[src/rtl/arbiter_mux.sv]
// N-channel arbiter feeding a single registered output stage.
// Fixed-priority or round-robin grant, with one beat per cycle while downstream accepts.
module arbiter_mux #(
   parameter int P_WIDTH = 2,
   parameter int P_DEPTH = 16,
   parameter int P_MODE  = 0
) (
   input  logic                            I_CLK,
   input  logic                            I_RESET,
   input  logic [P_WIDTH-1:0][P_DEPTH-1:0] I_INPUT,
   input  logic [P_WIDTH-1:0]              I_VALID,
   output logic [P_WIDTH-1:0]              O_READY,
   output logic [P_DEPTH-1:0]              O_OUTPUT,
   output logic                            O_VALID,
   input  logic                            I_READY,
   output logic [$clog2(P_WIDTH)-1:0]      O_SELECT
);

   localparam int SEL_W = $clog2(P_WIDTH);
   localparam logic [SEL_W-1:0] LAST_IDX = SEL_W'(P_WIDTH - 1);
   localparam logic [SEL_W:0]   WIDTH_EXT = (SEL_W + 1)'(P_WIDTH);

   logic [P_DEPTH-1:0] data_reg;
   logic [SEL_W-1:0]   sel_reg;
   logic               valid_reg;
   logic [SEL_W-1:0]   ptr_reg;

   logic [SEL_W-1:0]              search_base;
   logic [P_WIDTH-1:0][SEL_W-1:0] cand_idx;
   logic [P_WIDTH-1:0]            cand_valid;
   logic [SEL_W-1:0]              grant_idx;
   logic                          grant_found;
   logic                          load_en;

   assign load_en     = ~valid_reg | I_READY;
   assign search_base = (P_MODE == 1) ? ptr_reg : '0;

   // Slot gi of the search order holds channel (base + gi) mod P_WIDTH.
   for (genvar gi = 0; gi < P_WIDTH; gi++) begin : g_slot
      logic [SEL_W:0] sum;
      assign sum             = {1'b0, search_base} + (SEL_W + 1)'(gi);
      assign cand_idx[gi]    = (sum >= WIDTH_EXT) ? SEL_W'(sum - WIDTH_EXT) : sum[SEL_W-1:0];
      assign cand_valid[gi]  = I_VALID[cand_idx[gi]];
      assign O_READY[gi]     = ~I_RESET & load_en & grant_found & (grant_idx == SEL_W'(gi));
   end

   // Walk the slots from the back so the earliest valid slot wins.
   always_comb begin
      grant_found = 1'b0;
      grant_idx   = '0;
      for (int i = P_WIDTH - 1; i >= 0; i--) begin
         if (cand_valid[i]) begin
            grant_found = 1'b1;
            grant_idx   = cand_idx[i];
         end
      end
   end

   always_ff @(posedge I_CLK or posedge I_RESET) begin
      if (I_RESET) begin
         data_reg  <= '0;
         sel_reg   <= '0;
         valid_reg <= 1'b0;
         ptr_reg   <= '0;
      end else if (load_en) begin
         valid_reg <= grant_found;
         if (grant_found) begin
            data_reg <= I_INPUT[grant_idx];
            sel_reg  <= grant_idx;
            ptr_reg  <= (grant_idx == LAST_IDX) ? '0 : grant_idx + SEL_W'(1);
         end
      end
   end

   assign O_OUTPUT = data_reg;
   assign O_SELECT = sel_reg;
   assign O_VALID  = valid_reg;

endmodule

[config.mk]
export PLATFORM = sky130hd
export DESIGN_NAME = arbiter_mux
export DESIGN_NICKNAME = d
export VERILOG_FILES = /design/src/rtl/arbiter_mux.sv
export SDC_FILE = /design/constraint.sdc
export NUM_CORES = 1
export LEC_CHECK = 0
export BUFFER_PORTS_ARGS = -buffer_cell sky130_fd_sc_hd__buf_2
export CAP_MARGIN = 40
export CORE_ASPECT_RATIO = 1.1
export CORE_UTILIZATION = 46
export CTS_BUF_LIST = sky130_fd_sc_hd__clkbuf_16
export DETAILED_ROUTE_END_ITERATION = 7
export PLACE_DENSITY = 0.85
export SLEW_MARGIN = 20
export SYNTH_ARGS = -nofsm -noshare
export SYNTH_HDL_FRONTEND = slang
export SYNTH_SLANG_ARGS = --single-unit
export TNS_END_PERCENT = 1
[constraint.sdc]
create_clock -name I_CLK -period 3.65 [get_ports I_CLK]
set_input_delay 0.5475 -clock I_CLK [delete_from_list [all_inputs] [get_ports I_CLK]]
set_output_delay 0.5475 -clock I_CLK [all_outputs]
set_load 0.005 [all_outputs]
==> impl_metrics.env, run 1 <==
export IMPL_dr_pass1_iters=3
export IMPL_antenna_cells=0
export IMPL_dp_hpwl_um=1429
export IMPL_numCtsBuffers=3
export IMPL_layout_min_cycle_time_ns=2.095
export IMPL_cts_root_buf="clkbuf_16"
export IMPL_gr_total_overflow=0
export IMPL_drv_cap=0
export IMPL_grt_pass1_wl_um=2960
export IMPL_start_util=0.4850
export IMPL_grt_max_degree=21
export IMPL_port_buffers=56
export IMPL_leakage_nw=0.6812
export IMPL_period_share=0.5741
export IMPL_clkPwrFrac=0.358
export IMPL_r2r_start="O_VALID"
export IMPL_die_w_um=45.78
export IMPL_syn_area_um2=969.7
export IMPL_via_count=707
export IMPL_netlist_cell_type_count=15
export IMPL_r2r_end="O_OUTPUT[15]"
export IMPL_start_kind="input pin"
export IMPL_endpoint_kind="output port"
export IMPL_pin_count=57
export IMPL_synth_area_top_cells="dfrtp_1 46%, mux2_4 22%, mux2_2 20%, buf_6 2.3%, buf_12 2.1%"
export IMPL_netlist_top_cells_count="18 x dfrtp_1, 17 x mux2_2, 14 x mux2_4"
export IMPL_cts_resized=0
export IMPL_rr_worst_depth=3
export IMPL_syn_inst=63
export IMPL_p_seq_frac=0.415
export IMPL_dr_first_iter_drc_count=4
export IMPL_syn_avg_cell_area_um2=15.39
export IMPL_cp_arrival_ns=1.55
export IMPL_route_detailed_drc=0
export IMPL_antenna_found_initial=0
export IMPL_slowest_delay_ns=0.49
export IMPL_crit_path_frequent_cell="buf_2"
export IMPL_yosys_area_top_type="dfrtp_1"
export IMPL_tightest_slew_ns=0.6770
export IMPL_post_cts_buffers=0
export IMPL_die_area_um2=2296
export IMPL_fmax_mhz=477.3
export IMPL_ys_seq_area_frac=0.4645
export IMPL_core_area_um2=1999
export IMPL_clock_sinks=18
export IMPL_clk_path_buf_depth=2
export IMPL_setup_viol=0
export IMPL_yosys_register_bits=18
export IMPL_wl_um=1804
export IMPL_grt_usage=0.1724
export IMPL_drv_slew=0
export IMPL_hold_path_class="in2async"
export IMPL_vias_per_cell=4.777
export IMPL_fin_ws_ns=1.555
export IMPL_powerDensity_nw_per_um2=448.7
export IMPL_peakVddDrop_uv=356.6
export IMPL_rsz0062_at_grt="no"
export IMPL_drive_gt1_frac=0.7750
export IMPL_cts_hold_buffers=0
export IMPL_gp_congestion=0.6214
export IMPL_synth_edf_count=0
export IMPL_cp_max_fo=19
export IMPL_combPwrFrac=0.227
export IMPL_p_sw_uw=130.7
export IMPL_wl_per_cell_um=12.19
export IMPL_grt_pass1_vias=760
export IMPL_rows=17
export IMPL_dieHeight_um=50.16
export IMPL_skew_ns=0.001152
export IMPL_area_delta_synth_final_pct=36.26
export IMPL_cts_tree="built"
export IMPL_nNetsFinal=158
export IMPL_status="finished clean"
export IMPL_async_flop_share=1.000
export IMPL_tns_ns=0
export IMPL_reg2reg_slack_ns=2.13
export IMPL_worstSetupPathType="in2out"
export IMPL_syn_num_nets=100
export IMPL_yosysTopAreaCellShare=0.4645
export IMPL_finalHoldViolCount=0
export IMPL_crit_chain="buf_2 -> inv_1 -> and3_2 -> buf_2"
export IMPL_dpl_worst_slack_ns=1.481
export IMPL_cp_required_ns=3.10
export IMPL_cts_max_level=1
export IMPL_antenna_left=0
export IMPL_p_int_uw=462.2
export IMPL_yosys_most_used_dff="dfrtp_1"
export IMPL_swShare=0.2204
export IMPL_relSlewSlack=0.5482
export IMPL_insertion_delay_ns=0.24
export IMPL_yosys_warnings=0
export IMPL_crit_slowest_cell="inv_1"
export IMPL_clkTransAtPathRegs_ns=0.05
export IMPL_synth_most_common_cell="dfrtp_1"
==> state kept, by name, summed over array words and instances (netlist names) <==
signal and cells:
O_SELECT 1, O_OUTPUT 16, O_VALID 1
==> cells by family after synthesis <==
group | count (synthesis) | synth area share
AOI/OAI and AO/OA | 2 | 0.01032
buffers and inverters | 4 | 0.04774
DFF | 18 | 0.4645
muxes | 32 | 0.4258
and+or+nand+nor | 7 | 0.05161
==> layout by cell type, fill, tap and decap left out, drive strengths merged <==
cell,n
a21oi,2
and3,1
buf,56
clkbuf,3
clkinv,1
dfrtp,18
inv,1
mux2,32
nand2,1
nand2b,1
nor2,2
nor2b,1
nor4b,1
==> metal layers <==
layer  global-route usage  up-vias  part of all wire
li1                     -      341                 -
met1               0.1878      343              0.39
met2               0.3333       23              0.56
met3              0.01079        0             0.048
met4              0.05882        0                 0
met5                    0        -                 0
==> cell type report <==
type / instances / area [um^2]
fill: 179 / 678.2
multi-input combinational: 41 / 473.0
sequential: 18 / 450.4
timing repair buffer: 56 / 280.3
clock buffer: 3 / 75.07
tap: 28 / 35.03
clock inverter: 1 / 3.754
inverter: 1 / 3.754
==> how the worst max path moves through the flow <==
stage | startpoint | to | slack, ns | cells after the start
2_1_floorplan | I_RESET | O_READY[0] | 1.88 | 2
3_3_place_gp | I_RESET | O_READY[0] | 1.56 | 4
3_5_place_dp | I_RESET | O_READY[0] | 1.48 | 4
4_1_cts | I_RESET | O_READY[0] | 1.48 | 4
5_1_grt | I_RESET | O_READY[0] | 1.39 | 4
6_report | I_RESET | O_READY[0] | 1.55 | 4
==> power groups by stage <==
| stage | sequential, mW | clock, mW | combinational, mW |
|---|---|---|---|
| 5_1_grt | 0.249 | 0.229 | 0.147 |
| 3_5_place_dp | 0.249 | 0 | 0.137 |
| 2_1_floorplan | 0.252 | 0 | 0.0777 |
| 6_report | 0.246 | 0.212 | 0.135 |
| 4_1_cts | 0.246 | 0.217 | 0.137 |
| 3_3_place_gp | 0.249 | 0 | 0.132 |
==> through the flow <==
step	power (mW)	instance area (um^2)	hold WS, ns	cells	util
2_1_floorplan	0.3301	969.7	0.4828	63	-
3_3_place_gp	0.3804	1242	0.4688	144	0.6214
3_5_place_dp	0.3861	1242	0.4770	144	0.6214
4_1_cts	0.6007	1321	0.4484	148	0.6608
5_1_grt	0.6251	1321	0.4878	148	0.6608
6_report	0.5929	1321	0.4117	148	0.6608
==> critical path: cells and delay by family <==
| kind | cells | cell delay (ns) |
|---|---|---|
| buffers and inverters | 3 | 0.70 |
| and+or+nand+nor | 1 | 0.29 |
Note: power is estimated with default switching activity, not from simulation.
==> inputs of run 2 (changes only) <==
--- a/config.mk
+++ b/config.mk
@@ -8,10 +8,10 @@
 export BUFFER_PORTS_ARGS = -buffer_cell sky130_fd_sc_hd__buf_2
 export CAP_MARGIN = 40
 export CORE_ASPECT_RATIO = 1.1
-export CORE_UTILIZATION = 46
+export CORE_UTILIZATION = 42
 export CTS_BUF_LIST = sky130_fd_sc_hd__clkbuf_16
 export DETAILED_ROUTE_END_ITERATION = 7
-export PLACE_DENSITY = 0.85
+export PLACE_DENSITY = 0.79
 export SLEW_MARGIN = 20
 export SYNTH_ARGS = -nofsm -noshare
 export SYNTH_HDL_FRONTEND = slang
==> constraint.sdc (replaced) <==
create_clock -name I_CLK -period 2.1 [get_ports I_CLK]
set_input_delay 0.315 -clock I_CLK [delete_from_list [all_inputs] [get_ports I_CLK]]
set_output_delay 0.315 -clock I_CLK [all_outputs]
set_load 0.005 [all_outputs]
==> impl_metrics.env, run 2 (synthesis gave the netlist of run 1 again) <==
export IMPL_status="finished clean"
export IMPL_via_count=696
export IMPL_fmax_mhz=651.4
export IMPL_placed_area_um2=1257
export IMPL_largest_reg_flops=16
export IMPL_drv_cap=0
export IMPL_drive_gt1_frac=0.7787
export IMPL_die_area_um2=2505
export IMPL_antenna_left=0
export IMPL_clock_sinks=18
export IMPL_relSlewSlack=0.6458
export IMPL_finalPower_mw=1.033
export IMPL_powerDensity_nw_per_um2=773.2
export IMPL_worstSetupPathType="reg2reg"
export IMPL_crit_slowest_cell="nor2_4"
export IMPL_crit_chain="nor2b_2 -> nor2_4 -> mux2_2"
export IMPL_vias_per_cell=4.640
export IMPL_hold_path_class="in2async"
export IMPL_leakage_nw=0.6908
export IMPL_dieHeight_um=52.40
export IMPL_slowest_delay_ns=0.44
export IMPL_die_w_um=47.82
export IMPL_grt_pass1_vias=629
export IMPL_area_delta_synth_final_pct=37.81
export IMPL_start_kind="register"
export IMPL_grt_max_degree=19
export IMPL_post_cts_buffers=0
export IMPL_core_area_um2=2085
export IMPL_cts_max_level=1
export IMPL_antenna_cells=0
export IMPL_r2r_start="O_VALID"
export IMPL_n_fill_cell=181
export IMPL_setup_viol=0
export IMPL_critPathBufInv=0
export IMPL_finalHoldViolCount=0
export IMPL_final_common_cell="buf_2"
export IMPL_rows=17
export IMPL_cp_max_fo=16
export IMPL_cts_hold_buffers=0
export IMPL_dr_first_iter_drc_count=4
export IMPL_gp_congestion=0.6344
export IMPL_cts_tree="built"
export IMPL_dr_pass1_iters=4
export IMPL_cp_required_ns=2.22
export IMPL_layout_min_cycle_time_ns=1.535
export IMPL_crit_family="simple AND/OR/NAND/NOR gates"
export IMPL_endpoint_kind="register"
export IMPL_tightest_slew_ns=0.5301
export IMPL_port_buffers=56
export IMPL_reg2reg_slack_ns=0.56
export IMPL_r2r_end="O_OUTPUT[5]"
export IMPL_pin_count=57
export IMPL_cts_root_buf="clkbuf_16"
export IMPL_drv_slew=0
export IMPL_final_design_area_no_fill_um2=1336
export IMPL_clk_path_buf_depth=2
export IMPL_final_cell_mix="56 x buf_2, 18 x dfrtp_1, 17 x mux2_2, 14 x mux2_4, 3 x clkbuf_16"
export IMPL_antenna_found_initial=0
export IMPL_cp_arrival_ns=1.66
export IMPL_fin_hold_ws_ns=0.1008
export IMPL_grt_usage=0.1498
export IMPL_clkTransAtPathRegs_ns=0.05
export IMPL_gr_total_overflow=0
export IMPL_period_share=0.7311
export IMPL_cts_resized=0
export IMPL_skew_ns=0.003645
export IMPL_rsz0062_at_grt="no"
export IMPL_wl_per_cell_um=11.89
export IMPL_grt_pass1_wl_um=2697
export IMPL_numCtsBuffers=3
export IMPL_nNetsFinal=160
export IMPL_peakVddDrop_uv=583.9
export IMPL_tns_ns=0
export IMPL_start_util=0.4652
export IMPL_insertion_delay_ns=0.24
export IMPL_route_detailed_drc=0
export IMPL_wl_um=1784
export IMPL_rr_worst_depth=3
## run 2: changes by cell type in the layout (fill, tap and decap cells not counted)
cell	change
buf_4	+2
## run 2: routing by layer
metal,share of wire,vias to the layer above,global-route usage
li1,-,345,-
met5,0,-,0
met2,0.52,27,0.2455
met4,0,0,0.04167
met3,0.056,0,0.03103
met1,0.43,324,0.1947
## run 2: report_power, final
part           switching, mW  leakage, nW  internal, mW
combinational         0.0838        0.444         0.151
clock                  0.117       0.0385         0.252
sequential            0.0271        0.209         0.402
total                  0.228        0.691         0.806
## run 2: area by class of cell
type / count / area [um^2] / area share
Multi-Input combinational cell: 41 / 473.0 / 0.3539
Sequential cell: 18 / 450.4 / 0.3371
Timing Repair Buffer: 58 / 295.3 / 0.2210
Clock buffer: 3 / 75.07 / 0.05618
Tap cell: 28 / 35.03 / 0.02622
Clock inverter: 1 / 3.754 / 0.002809
Inverter: 1 / 3.754 / 0.002809
## run 2: tightest hold or removal path: cells and delay by family
family / cells / cell delay, ns
buf+inv: 3 / 0.39
## run 2: worst max-delay path by stage
| stage | startpoint | endpoint | cells after the start |
|---|---|---|---|
| finish | O_VALID | O_OUTPUT[5] | 3 |
| global placement | I_VALID[0] | O_OUTPUT[1] | 4 |
| detailed placement | I_VALID[0] | O_OUTPUT[5] | 4 |
| CTS | O_VALID | O_OUTPUT[5] | 3 |
| floorplan | O_VALID | O_OUTPUT[1] | 4 |
| global route | O_VALID | O_OUTPUT[5] | 3 |
## run 2: stage by stage
stage               worst slack, ns    util  instances
floorplan                    0.7323       -         63
global placement             0.5249  0.6032        146
detailed placement           0.4601  0.6032        146
CTS                          0.5471  0.6411        150
global route                 0.4817  0.6411        150
finish                       0.5647  0.6411        150
